===== config.mk =====
export PLATFORM = sky130hd
export DESIGN_NAME = uart_rx_16x
export DESIGN_NICKNAME = d
export VERILOG_FILES = /design/src/rtl/uart_pkg.sv /design/src/rtl/sync_2ff.sv /design/src/rtl/uart_rx_16x.sv
export SDC_FILE = /design/constraint.sdc
export NUM_CORES = 1
export LEC_CHECK = 0
export BUFFER_PORTS_ARGS = -buffer_cell sky130_fd_sc_hd__buf_2
export CAP_MARGIN = 20
export CORE_MARGIN = 4
export CORE_UTILIZATION = 51
export CTS_CLUSTER_SIZE = 30
export DETAILED_ROUTE_END_ITERATION = 10
export PLACE_DENSITY = 0.7
export SYNTH_ARGS = -nofsm -noshare
export SYNTH_HDL_FRONTEND = slang
export SYNTH_SLANG_ARGS = --single-unit

===== constraint.sdc =====
create_clock -name clk -period 1.5 [get_ports clk]
set_clock_uncertainty 0.1 [all_clocks]
set_input_delay 0.15 -clock clk [delete_from_list [all_inputs] [get_ports clk]]
set_output_delay 0.15 -clock clk [all_outputs]
set_load 0.01 [all_outputs]

===== src/rtl/uart_pkg.sv =====
// uart_pkg: shared definitions for the 16x-oversampling UART receiver.
//   state_e    - receiver FSM states
//   OVERSAMPLE - ticks per bit
//   SAMPLE_*   - tick-counter values at which rx is sampled for the majority vote
//   maj3       - 2-of-3 majority helper
package uart_pkg;

  typedef enum logic [2:0] {
    IDLE,
    START,
    DATA,
    PARITY,
    STOP,
    WAIT_IDLE
  } state_e;

  localparam int OVERSAMPLE = 16;
  localparam int SAMPLE_LO  = 7;
  localparam int SAMPLE_MID = 8;
  localparam int SAMPLE_HI  = 9;

  function automatic logic maj3(input logic a, input logic b, input logic c);
    return (a & b) | (a & c) | (b & c);
  endfunction

endpackage


===== src/rtl/sync_2ff.sv =====
// sync_2ff: two-flop synchronizer for a single asynchronous input.
//   clk - system clock
//   rst - synchronous active-high reset; both stages reset to 1 (idle line)
//   d   - asynchronous input
//   q   - synchronized output
module sync_2ff (
  input  logic clk,
  input  logic rst,
  input  logic d,
  output logic q
);

  logic meta_q;
  logic sync_q;

  always_ff @(posedge clk) begin
    if (rst) begin
      meta_q <= 1'b1;
      sync_q <= 1'b1;
    end else begin
      meta_q <= d;
      sync_q <= meta_q;
    end
  end

  assign q = sync_q;

endmodule


===== src/rtl/uart_rx_16x.sv =====
// uart_rx_16x: UART receiver with 16x oversampling and 3-sample majority vote.
//   clk, rst   - system clock, synchronous active-high reset
//   tick_16x   - one-clk enable at 16x the baud rate; FSM and counter step only on it
//   rx         - asynchronous serial line, idle high
//   data_out   - last good data word (LSB received first), held until the next good frame
//   data_valid - one-clk pulse when data_out is updated
//   parity_err - one-clk pulse with data_valid when the parity bit mismatched
//   frame_err  - one-clk pulse when the stop bit is sampled low
//   busy       - high whenever the FSM is not IDLE
module uart_rx_16x
  import uart_pkg::*;
#(
  parameter int DATA_BITS  = 8,
  parameter int PARITY_EN  = 0,
  parameter int PARITY_ODD = 0
) (
  input  logic                 clk,
  input  logic                 rst,
  input  logic                 tick_16x,
  input  logic                 rx,
  output logic [DATA_BITS-1:0] data_out,
  output logic                 data_valid,
  output logic                 parity_err,
  output logic                 frame_err,
  output logic                 busy
);

  logic rx_s;

  sync_2ff u_sync (
    .clk (clk),
    .rst (rst),
    .d   (rx),
    .q   (rx_s)
  );

  state_e               state_q,    state_d;
  logic [3:0]           cnt_q,      cnt_d;
  logic [2:0]           bit_idx_q,  bit_idx_d;
  logic [DATA_BITS-1:0] shreg_q,    shreg_d;
  logic [1:0]           samp_q,     samp_d;
  logic                 perr_q,     perr_d;
  logic [DATA_BITS-1:0] data_out_q, data_out_d;
  logic                 dv_q,       dv_d;
  logic                 pe_q,       pe_d;
  logic                 fe_q,       fe_d;
  logic                 maj;
  logic                 at_hi;
  logic                 at_wrap;

  // Samples at cnt 7 and 8 are held; the vote is taken live at cnt 9.
  assign maj     = maj3(samp_q[0], samp_q[1], rx_s);
  assign at_hi   = (cnt_q == 4'(SAMPLE_HI));
  assign at_wrap = (cnt_q == 4'(OVERSAMPLE - 1));

  always_comb begin
    state_d    = state_q;
    cnt_d      = cnt_q;
    bit_idx_d  = bit_idx_q;
    shreg_d    = shreg_q;
    samp_d     = samp_q;
    perr_d     = perr_q;
    data_out_d = data_out_q;
    dv_d       = 1'b0;
    pe_d       = 1'b0;
    fe_d       = 1'b0;

    if (tick_16x) begin
      if (state_q != IDLE) cnt_d = cnt_q + 4'd1;
      if (cnt_q == 4'(SAMPLE_LO))  samp_d[0] = rx_s;
      if (cnt_q == 4'(SAMPLE_MID)) samp_d[1] = rx_s;

      case (state_q)
        IDLE: begin
          if (!rx_s) begin
            state_d = START;
            cnt_d   = 4'd0;
          end
        end
        START: begin
          if (at_hi && maj) begin
            // glitch shorter than half a bit: drop it silently
            state_d = IDLE;
            cnt_d   = 4'd0;
          end else if (at_wrap) begin
            state_d   = DATA;
            bit_idx_d = 3'd0;
          end
        end
        DATA: begin
          if (at_hi) shreg_d = {maj, shreg_q[DATA_BITS-1:1]};
          if (at_wrap) begin
            if (bit_idx_q == 3'(DATA_BITS - 1)) begin
              state_d   = (PARITY_EN != 0) ? PARITY : STOP;
              bit_idx_d = 3'd0;
            end else begin
              bit_idx_d = bit_idx_q + 3'd1;
            end
          end
        end
        PARITY: begin
          if (at_hi)   perr_d  = maj ^ (^shreg_q) ^ (PARITY_ODD != 0);
          if (at_wrap) state_d = STOP;
        end
        STOP: begin
          // Leave mid-stop-bit so the next start edge is caught right away.
          if (at_hi) begin
            cnt_d = 4'd0;
            if (maj) begin
              data_out_d = shreg_q;
              dv_d       = 1'b1;
              pe_d       = (PARITY_EN != 0) && perr_q;
              state_d    = IDLE;
            end else begin
              fe_d    = 1'b1;
              state_d = WAIT_IDLE;
            end
          end
        end
        WAIT_IDLE: begin
          cnt_d = 4'd0;
          if (rx_s) state_d = IDLE;
        end
        default: begin
          state_d = IDLE;
          cnt_d   = 4'd0;
        end
      endcase
    end
  end

  always_ff @(posedge clk) begin
    if (rst) begin
      state_q    <= IDLE;
      cnt_q      <= 4'd0;
      bit_idx_q  <= 3'd0;
      shreg_q    <= '0;
      samp_q     <= 2'b00;
      perr_q     <= 1'b0;
      data_out_q <= '0;
      dv_q       <= 1'b0;
      pe_q       <= 1'b0;
      fe_q       <= 1'b0;
    end else begin
      state_q    <= state_d;
      cnt_q      <= cnt_d;
      bit_idx_q  <= bit_idx_d;
      shreg_q    <= shreg_d;
      samp_q     <= samp_d;
      perr_q     <= perr_d;
      data_out_q <= data_out_d;
      dv_q       <= dv_d;
      pe_q       <= pe_d;
      fe_q       <= fe_d;
    end
  end

  assign data_out   = data_out_q;
  assign data_valid = dv_q;
  assign parity_err = pe_q;
  assign frame_err  = fe_q;
  assign busy       = (state_q != IDLE);

endmodule


==> results.md, run 1 <==
- Placed cells: 239
- Buffers added on ports: 14
- Diodes inserted: 0
- Core area: 2830 um^2
- Final max-slew violation count: 0
- Grt ovf: 0
- Iter 0 DRT Violations: 40
- Failing checks: setup timing
- Synth cell types: 44
- WS Path Type: flip-flop to flip-flop
- Seq/Total Area, Yosys: approximately two fifths
- Post-Syn Nets: 180
- Async S/R FF share, synth: 0%
- Num ports: 16
- Routability cong.: 0.867
- Area Growth Syn to Fin: 46.4%
- P per Cell Area: ~800 nW/um^2
- Wirelength, routed: roughly 3.8 mm
- Routed len/inst: 14.9 um
- Critical-path cell list: inv_2, ha_4, nor3b_4, buf_4, nand3_4, buf_12, mux2i_1, nor2_1
- CP Launch Type: flip-flop
- RSZ-0062 raised after global routing: true
- Post-route non-filler standard cell count: 257
- Number of clock sinks: 32
- Total Die Area: 3990 um^2
- Cells after Synth: 171
- Row Count: 19
- Post-synth EDFFs: 0
- CP max stage cell: dfxtp_2
- Max-cap violations: 0
- Period utilisation layout: 106%
- DRC: 0
- Max incr delay on CP: 350 ps
- Die X-Extent: 63.1 um
- Initial Utilization: a little over half
- Fmax: ~630 MHz
- Max Root-Sink Buffers: 2
- Root Buffer: clkbuf_4
- Status: complete, but fails checks
- Worst skew pair latency: 350 ps
- Tmin final: between 1500 and 2000 ps
- Share of cells above drive strength 1: a little under half
- DR vias: 1432
- Commonest non-fill, non-tap cell in the layout: buf_4
- Total GRT Usage: 20.7%
- PnR worst setup slack: -93.5 ps
- CP max FO: 8
- Reg area: 659 um^2
- HPWL after DPL: 2.51 mm
- Crit path capture type: flip-flop
- Fillers: 176
- Routed Antenna Nets: 0
- Largest net degree at the start of global routing: 20
- Final Setup Violations: 27
- Hold WC Path Type: input port to flip-flop
- Die Height: 63.1 um
- Area of the multi-input gates: 987 um^2
- Fin util: 80.2%
- Worst endpoint required time: ~1600 ps
- First-pass GRT wire length: 6.49 mm
- Vias in the first global route: 1357
- Syn. warnings: 0
- Clock tree from TritonCTS: yes
- Syn_area_per_cell: 9.07 um^2
- Mapped Area: 1550 um^2
- Pre-antenna DRT Iters: 4
- Clock-pin slew on the worst setup and hold paths: 100 ps
- Initial antenna violation count: 0
- Final hold violations: 0
- Level count of the clock H-tree: 2
- # nets final: around 230
- Vias per cell: 5.57
- Dominant synthesized flop cell: dfxtp_1
- P_leak: approximately 1.1 nW
- WP data arrival: roughly 1700 ps
- Synthesis-stage register bit count: 32
- Most frequent cells in the layout: 35 x buf_4, 23 x nor2_1, 23 x dfxtp_1
- VDD IR max: between 0.6 and 0.7 mV
- CTS buffer count: 5
## logic make-up after synthesis
group	after synthesis	share of synthesized area, %
AOI/OAI and AO/OA	33	15.4
adders and majority gates	6	4.76
buffers and inverters	21	6.38
DFF	32	41.3
muxes	19	12.3
other	1	0.242
and+or+nand+nor	59	19.5
## power by group
part,total (W),internal (W),switching (W),leakage (nW)
Sequential,0.000866,0.000856,0.0000104,0.263
Combinational,0.000219,0.000105,0.000114,0.767
Clock,0.000735,0.000442,0.000293,0.0515
## stage by stage
step / area (um^2) / worst slack, ps / total power (W) / setup TNS, ps / hold slack [ps]
3_5_place_dp: 1890 / -180 / 0.00105 / -2260 / 238
5_1_grt: 2270 / -229 / 0.00190 / -4220 / 68.2
4_1_cts: 2170 / -61.8 / 0.00181 / -590 / 54.8
6_report: 2270 / -93.5 / 0.00182 / -1520 / 57.0
3_3_place_gp: 1890 / -127 / 0.00105 / -994 / 235
2_1_floorplan: 1570 / -33.8 / 0.000993 / -61.9 / 154
## flip-flops by register name (all words and copies together), names as in the netlist
register	cells
data_out	8
shreg_q	8
cnt_q	4
bit_idx_q	3
state_q	3
samp_q	2
data_valid	1
frame_err	1
u_sync.meta_q	1
u_sync.q	1
## cell usage after synthesis (4+ instances only)
library cell | instances | area [um^2]
dfxtp_1 | 32 | 641
ha_1 | 5 | 62.6
inv_1 | 10 | 37.5
o21ai_0 | 4 | 20.0
buf_2 | 4 | 20.0
clkbuf_1 | 4 | 15.0
nand4_1 | 6 | 37.5
nor2_1 | 24 | 90.1
nand2_1 | 8 | 30.0
mux2i_1 | 18 | 180
a21oi_1 | 10 | 50.1
## worst max-delay path: cells and delay by family, from the launching register on
kind          cells  cell delay, ps
mux               1             160
flops             1             350
buf+inv           3             380
simple gates      3             330
fa+ha+maj         1             150
## repair_timing
item	in CTS	in global routing
hold endpoints to repair	1	0
hold buffers	1	0
setup buffers	8	2
endpoints found under the setup margin	27	27
resized for setup	31	19
pin swaps	19	15
## metal layers
metal  routed length (um)  vias to the layer above  global-route usage (%)  part of all wire [%]
met4                   68                        0                    9.09                   1.8
met3                  181                        5                    6.57                   4.7
met5                    0                        -                       0                     0
li1                     -                      712                       -                     -
met1                 1650                      687                    24.8                    43
met2                 1930                       28                    33.9                    50
## final timing paths
check	from	end	slack, ps	cells after the start
worst max register to register	cnt_q[1]$_SDFFE_PP0P_	shreg_q[0]$_SDFFE_PP0P_	-90	8
worst max-delay path	cnt_q[1]$_SDFFE_PP0P_	shreg_q[0]$_SDFFE_PP0P_	-90	8
worst min register to register	u_sync.meta_q$_SDFF_PP1_	u_sync.q$_SDFF_PP1_	320	1
worst min-delay path	rst	data_out[2]$_SDFFE_PP0P_	60	2
## final cells by class
cell class	count	share of cell area, %
clock buffer	7	2.87
tap	31	1.71
timing repair buffer	58	19.9
inverter	10	1.65
sequential	32	29.1
clock inverter	1	1.32
multi-input combinational	118	43.5
Note: power is estimated with default switching activity, not from simulation.
==> inputs of run 2 (changes only) <==
--- a/config.mk
+++ b/config.mk
@@ -8,10 +8,11 @@
 export BUFFER_PORTS_ARGS = -buffer_cell sky130_fd_sc_hd__buf_2
 export CAP_MARGIN = 20
 export CORE_MARGIN = 4
-export CORE_UTILIZATION = 51
+export CORE_UTILIZATION = 52
 export CTS_CLUSTER_SIZE = 30
 export DETAILED_ROUTE_END_ITERATION = 10
-export PLACE_DENSITY = 0.7
+export PLACE_DENSITY = 0.72
 export SYNTH_ARGS = -nofsm -noshare
 export SYNTH_HDL_FRONTEND = slang
+export SYNTH_HIERARCHICAL = 1
 export SYNTH_SLANG_ARGS = --single-unit
==> run 2 against run 1 <==
Compared with the run above: the run still ends with setup timing left; utilization up 4.0 points; total power down 5.3%; critical path type unchanged; maximum frequency down 10%; sequential cell count unchanged; largest power group unchanged; die area down 0.93%; final cell count up 2.7%.
==> results.md, run 2 <==
- Status: complete, but fails checks
- Failing checks: setup timing
- Final Setup Violations: 26 (-3.7%)
- P per Cell Area: 729 nW/um^2 (-9.1%)
- Total power: 0.00172 W (-5.3%)
- Routed len/inst: 17.4 um (+16%)
- Top cell type's share of synthesized area: 41.0% (-0.36 points)
- Clock-pin slew on the worst setup and hold paths: 110 ps (about the same)
- Final setup TNS: -3080 ps (-1560 ps)
- WP data arrival: 1900 ps (+180 ps)
- Largest net degree at the start of global routing: 20 (unchanged)
- Sequential power share: 49.7% (+2.1 points)
- Synthesis-stage register bit count: 32 (unchanged)
- Grt ovf: 0 (unchanged)
- Max-cap violations: 0 (unchanged)
- Most used cell along the critical path: ha_4
- Iter 0 DRT Violations: 68 (+70%)
- Vias per cell: 5.83 (+4.6%)
- CP Launch Type: flip-flop
- RSZ-0062 raised after global routing: true
- PnR worst setup slack: -280 ps (-187 ps)
- Fmax: 562 MHz (-10%)
- Crit path capture type: flip-flop
- CP max FO: 3 (-5)
- Most frequent cells in the layout: 41 x buf_4, 25 x nor2_1, 24 x dfxtp_1
- Finished Cell Area: 2360 um^2 (+4.1%)
- Mapped Area: 1560 um^2 (+0.89%)
- Seq/Total Area, Yosys: 41.0% (-0.36 points)
- DP Area: 1920 um^2 (+1.8%)
- # nets final: 241 (+3.0%)
- Row Count: 19 (unchanged)
- Cells after Synth: 170 (-0.58%)
- Initial antenna violation count: 0 (unchanged)
- Period utilisation layout: 119% (+12 points)
- NetSw: 0.000414 W (-1.0%)
- Share of cells above drive strength 1: 49.4% (+2.0 points)
- Largest cells by area after synthesis: dfxtp_1 41%, mux2i_1 12%, nor2_1 6.7%, ha_1 4.0%, a21oi_1 2.2%
- DRC: 0 (unchanged)
- Worst endpoint required time: 1620 ps (about the same)
- Reg area: 663 um^2 (+0.57%)
- Pre-antenna DRT Iters: 4 (unchanged)
- Synth cell types: 54 (+23%)
- Die Height: 62.8 um (-0.47%)
- Routed Antenna Nets: 0 (unchanged)
- Worst path top cell family by delay: compound AO/OA/AOI/OAI gates
- Post-synth EDFFs: 0 (unchanged)
- Area of the multi-input gates: 1050 um^2 (+6.5%)
- Vias in the first global route: 1487 (+9.6%)
- Switch share: 24.0% (+1.0 points)
- Tmin final: 1780 ps (+187 ps)
- Num ports: 16 (unchanged)
- Root Buffer: clkbuf_4
- Most frequent cell after synthesis: dfxtp_1
- Buffers added on ports: 14 (unchanged)
- Commonest non-fill, non-tap cell in the layout: buf_4
- Clock tree from TritonCTS: yes
- CTS buffer count: 5 (unchanged)
- WS Path Type: flip-flop to flip-flop
- Total Die Area: 3950 um^2 (-0.93%)
- Post-Place Worst Slack: -395 ps (-215 ps)
- Total GRT Usage: 21.8% (+1.1 points)
- Core area: 2810 um^2 (-0.84%)
- Area Growth Syn to Fin: 51.1%
- Die X-Extent: 62.8 um (-0.47%)
- Level count of the clock H-tree: 2 (unchanged)
- Bufs and invs on worst path: 1 (-2)
- Diodes inserted: 0 (unchanged)
- Max incr delay on CP: 370 ps (+20 ps)
- CP max stage cell: dfxtp_2
- HPWL after DPL: 2.68 mm (+6.8%)
- Number of clock sinks: 32 (unchanged)
- Dominant synthesized flop cell: dfxtp_1
- VDD IR max: 0.613 mV (-10%)
- Combinational power share: 10.7% (-1.3 points)
- Routability cong.: 0.863 (-0.45%)
- Worst skew pair latency: 340 ps (about the same)
- Initial Utilization: 55.8% (+0.96 points)
- Hold WC Path Type: input port to flip-flop
- Max Root-Sink Buffers: 2 (unchanged)
- Pint: 0.00131 W (-6.6%)
- Wirelength, routed: 4.59 mm (+20%)
- Post-Syn Nets: 179 (-0.56%)
- First-pass GRT wire length: 6.76 mm (+4.1%)
- Synth cell count leaders: 32 x dfxtp_1, 28 x nor2_1, 18 x mux2i_1
- Clk network pwr share: 39.6% (-0.8 points)
- Yosys top cell by area: dfxtp_1
- Fillers: 160 (-9.1%)
- Final hold violations: 0 (unchanged)
- P_leak: 1.05 nW (-2.8%)
- Final max-slew violation count: 0 (unchanged)
- Critical-path cell list: ha_4, ha_4, and2_4, o311ai_4, buf_4, o311ai_1, o21ai_0
- Syn_area_per_cell: 9.20 um^2 (+1.5%)
- Async S/R FF share, synth: 0% (unchanged)
- Syn. warnings: 6 (+6)
- DR vias: 1538 (+7.4%)
run 2: cell types whose count changed in the layout (fill, tap and decap cells not counted), moves of 3 or more:
| cell | delta |
|---|---|
| nand4_1 | -4 |
| nand4b_1 | +3 |
| dfxtp_2 | -3 |
| inv_1 | -5 |
| buf_4 | +6 |
run 2: per-stage QoR:
step                      utilization [%]  instances  hold WS, ps
after floorplan                         -        170          147
after global placement               68.5        237          242
after detailed placement             68.5        237          240
after CTS                            80.0        259         68.2
after global routing                 84.3        264          102
final                                84.3        264         94.7
run 2: worst paths after layout:
kind	to	slack (ps)	start	cells after the start
worst max-delay path	state_q[0]$_SDFFE_PP0P_	-280	bit_idx_q[0]$_SDFFE_PP0P_	7
worst min-delay path	cnt_q[1]$_SDFFE_PP0P_	90	rst	2
worst max register to register	state_q[0]$_SDFFE_PP0P_	-280	bit_idx_q[0]$_SDFFE_PP0P_	7
worst min register to register	u_sync/q$_SDFF_PP1_	310	u_sync/meta_q$_SDFF_PP1_	1
run 2: layer usage:
layer  GRT usage [%]  vias to the layer above  wire (um)  share of wire (%)
met1            23.9                      732       1900                 41
met5               0                        -          0                  0
met3            5.94                       25        153                3.3
met4            13.2                        0        263                5.7
li1                -                      736          -                  -
met2            37.3                       45       2270                 49
run 2: power by group through the flow:
| stage | logic (W) | clock network, W | registers, W |
|---|---|---|---|
| 4_1_cts | 0.000160 | 0.000691 | 0.000856 |
| 6_report | 0.000184 | 0.000682 | 0.000857 |
| 2_1_floorplan | 0.0000682 | 0 | 0.000880 |
| 5_1_grt | 0.000196 | 0.000741 | 0.000859 |
| 3_5_place_dp | 0.000124 | 0 | 0.000881 |
| 3_3_place_gp | 0.000118 | 0 | 0.000881 |
run 2: layout make-up:
class	count	share of cell area, %
well taps	31	1.64
repair buffers	65	21.1
inverters	5	0.900
clock buffers	8	3.81
flip-flops and latches	32	28.1
multi-input cells	123	44.5
run 2: kinds of logic after synthesis:
group / count (synthesis) / share of synthesized area, %
compound gates: 26 / 11.5
fa+ha+maj: 6 / 4.72
buf+inv: 15 / 4.48
flops: 32 / 41.0
mux: 18 / 11.5
other cells: 1 / 0.240
simple gates: 72 / 26.6
run 2: repair_timing:
item / in CTS / in global routing
hold buffers: 1 / 0
buffers inserted: 13 / 6
gates resized for setup: 33 / 13
pin swaps: 5 / 13
hold endpoints to repair: 1 / 0
cloned: 0 / 0
setup endpoints to repair: 28 / 28
==> inputs of run 3 (changes only) <==
--- a/config.mk
+++ b/config.mk
@@ -5,7 +5,7 @@
 export SDC_FILE = /design/constraint.sdc
 export NUM_CORES = 1
 export LEC_CHECK = 0
-export BUFFER_PORTS_ARGS = -buffer_cell sky130_fd_sc_hd__buf_2
+export BUFFER_PORTS_ARGS = -buffer_cell sky130_fd_sc_hd__buf_4
 export CAP_MARGIN = 20
 export CORE_MARGIN = 4
 export CORE_UTILIZATION = 52
==> run 3 against run 2 <==
Compared with the run above: the flow still finishes with violations (setup timing); critical path type is now flip-flop to output pin; count of clock-buffer cells in the layout is 1 lower; non-clock buffer count decreased by 6; sequential share of layout area decreased by 0.41 points; highest routed layer unchanged; global-route usage up 0.44 points; register-to-register slack better by 90 ps.
==> results.md, run 3 (synthesis results as in run 2) <==
- Num ports: 16 (unchanged)
- Tmin final: 1710 ps (-72.9 ps)
- CP Launch Type: flip-flop
- Final max-slew violation count: 0 (unchanged)
- Pre-antenna DRT Iters: 4 (unchanged)
- Grt ovf: 0 (unchanged)
- Vias in the first global route: 1576 (+6.0%)
- CP max stage cell: dfxtp_2
- # nets final: 235 (-2.5%)
- Crit path capture type: output pin
- Hold path cells: 2 (unchanged)
- Level count of the clock H-tree: 2 (unchanged)
- Final hold violations: 0 (unchanged)
- Area Growth Syn to Fin: 52.8%
- DR vias: 1520 (-1.2%)
- Routed len/inst: 17.0 um (-2.1%)
- Clock tree from TritonCTS: yes
- Routability cong.: 0.896 (+3.8%)
- WP data arrival: 1460 ps (-440 ps)
- Met2 usage: 40.3% (+3.1 points)
- Met3 GRT Util: 5.22% (-0.72 points)
- Max incr delay on CP: 360 ps (about the same)
- Hold WC Path Type: input port to flip-flop
- Share of cells above drive strength 1: 50.2% (+0.86 points)
- Largest net degree at the start of global routing: 33 (+65%)
- Crit path launch: state_q[2]$_SDFFE_PP0P_
- Total power: 0.00164 W (-4.9%)
- P_leak: 1.02 nW (-2.8%)
- Commonest non-fill, non-tap cell in the layout: buf_4
- Row Count: 19 (unchanged)
- PnR worst setup slack: -207 ps (+72.9 ps)
- Total Die Area: 3950 um^2 (unchanged)
- Die X-Extent: 62.8 um (unchanged)
- Fmax: 586 MHz (+4.3%)
- Number of clock sinks: 32 (unchanged)
- Worst endpoint required time: 1250 ps (-370 ps)
- HPWL after DPL: 2.49 mm (-7.2%)
- Worst skew pair latency: 320 ps (-20 ps)
- Failing checks: setup timing
- Most frequent cells in the layout: 46 x buf_4, 25 x nor2_1, 24 x dfxtp_1
- Initial Utilization: 55.8% (unchanged)
- Most used cell along the critical path: buf_6
- GR peak layer: met2
- DRC: 0 (unchanged)
- Status: complete, but fails checks
- Clock-pin slew on the worst setup and hold paths: 100 ps (about the same)
- Initial antenna violation count: 0 (unchanged)
- Die Height: 62.8 um (unchanged)
- First-pass GRT wire length: 7.20 mm (+6.5%)
- Sequential power share: 52.5% (+2.8 points)
- Diodes inserted: 0 (unchanged)
- CTS buffer count: 5 (unchanged)
- Final Setup Violations: 27 (+3.8%)
- Max-cap violations: 0 (unchanged)
- VDD IR max: 0.704 mV (+15%)
- RSZ-0062 raised after global routing: true
- Clk network pwr share: 35.2% (-4.4 points)
- Total GRT Usage: 22.2% (+0.44 points)
- Routed Antenna Nets: 0 (unchanged)
- Reg2Reg Depth: 5 (-2)
- Root Buffer: clkbuf_4
- Switch share: 24.9% (+0.89 points)
- Pint: 0.00123 W (-6.0%)
- NetSw: 0.000408 W (-1.4%)
- Iter 0 DRT Violations: 124 (+82%)
- Buffers added on ports: 14 (unchanged)
- Vias per cell: 5.89 (+1.1%)
- WHS: 93.8 ps (-0.826 ps)
- Critical-path cell list: buf_6, nor3_4, inv_2, buf_6, buf_6, buf_6
- Combinational power share: 12.3% (+1.6 points)
- Routing usage on met1: 25.4% (+1.5 points)
- Max Root-Sink Buffers: 2 (unchanged)
- Period utilisation layout: 114% (-4.9 points)
- Wirelength, routed: 4.39 mm (-4.3%)
- Core area: 2810 um^2 (unchanged)
- Min-delay src: rst
- Reg-to-reg startpoint: state_q[0]$_SDFFE_PP0P_
- CP max FO: 4 (+1)
- P per Cell Area: 686 nW/um^2 (-6.0%)
- WS Path Type: flip-flop to output pin
run 3: cell types whose count changed in the layout (fill, tap and decap cells not counted), sizes merged:
cell,previous run,this run
buf,64,58
clkbuf,8,7
clkinv,0,1
run 3: through the flow:
| stage | cell area, um^2 | std cells | TNS, ps | utilization [%] | setup WS [ps] |
|---|---|---|---|---|---|
| 6_report | 2390 | 258 | -3510 | 85.2 | -207 |
| 5_1_grt | 2390 | 258 | -5230 | 85.2 | -269 |
| 4_1_cts | 2230 | 255 | -2330 | 79.3 | -184 |
| 3_5_place_dp | 1950 | 236 | -2990 | 69.4 | -203 |
| 3_3_place_gp | 1950 | 236 | -2370 | 69.4 | -177 |
| 2_1_floorplan | 1640 | 170 | -476 | - | -85.6 |
run 3: path summary, 6_finish.rpt:
| kind | to | slack (ps) |
|---|---|---|
| worst min register to register | u_sync/q$_SDFF_PP1_ | 320 |
| worst max-delay path | busy | -210 |
| worst max register to register | shreg_q[4]$_SDFFE_PP0P_ | -190 |
| worst min-delay path | shreg_q[0]$_SDFFE_PP0P_ | 90 |
run 3: layer usage:
metal	part of all wire [%]	wire, um
met1	43	1880
met4	1.8	80
met3	3.8	166
met2	52	2260
met5	0	0
run 3: critical path: cells and delay by family (launching register included):
kind | cells | cell delay (ps)
buffers and inverters | 5 | 570
and+or+nand+nor | 1 | 220
DFF | 1 | 360
run 3: final cells by class:
| class | count | area (um^2) |
|---|---|---|
| Tap cell | 31 | 38.8 |
| Clock inverter | 1 | 5.00 |
| Multi-Input combinational cell | 123 | 1110 |
| Timing Repair Buffer | 59 | 494 |
| Clock buffer | 7 | 66.3 |
| Inverter | 5 | 18.8 |
| Fill cell | 149 | 415 |
| Sequential cell | 32 | 661 |
run 3: repair_timing:
item,in CTS,in global routing
hold endpoints to repair,1,0
setup buffers,12,3
pin swaps,9,9
hold buffers,1,0
resized for setup,32,26
setup endpoints to repair,27,27
run 3: power groups by stage:
stage	logic [W]	clock network [W]	registers, W
floorplan	0.0000682	0	0.000880
global placement	0.000115	0	0.000881
detailed placement	0.000117	0	0.000881
CTS	0.000159	0.000592	0.000861
global route	0.000217	0.000632	0.000862
finish	0.000202	0.000577	0.000860
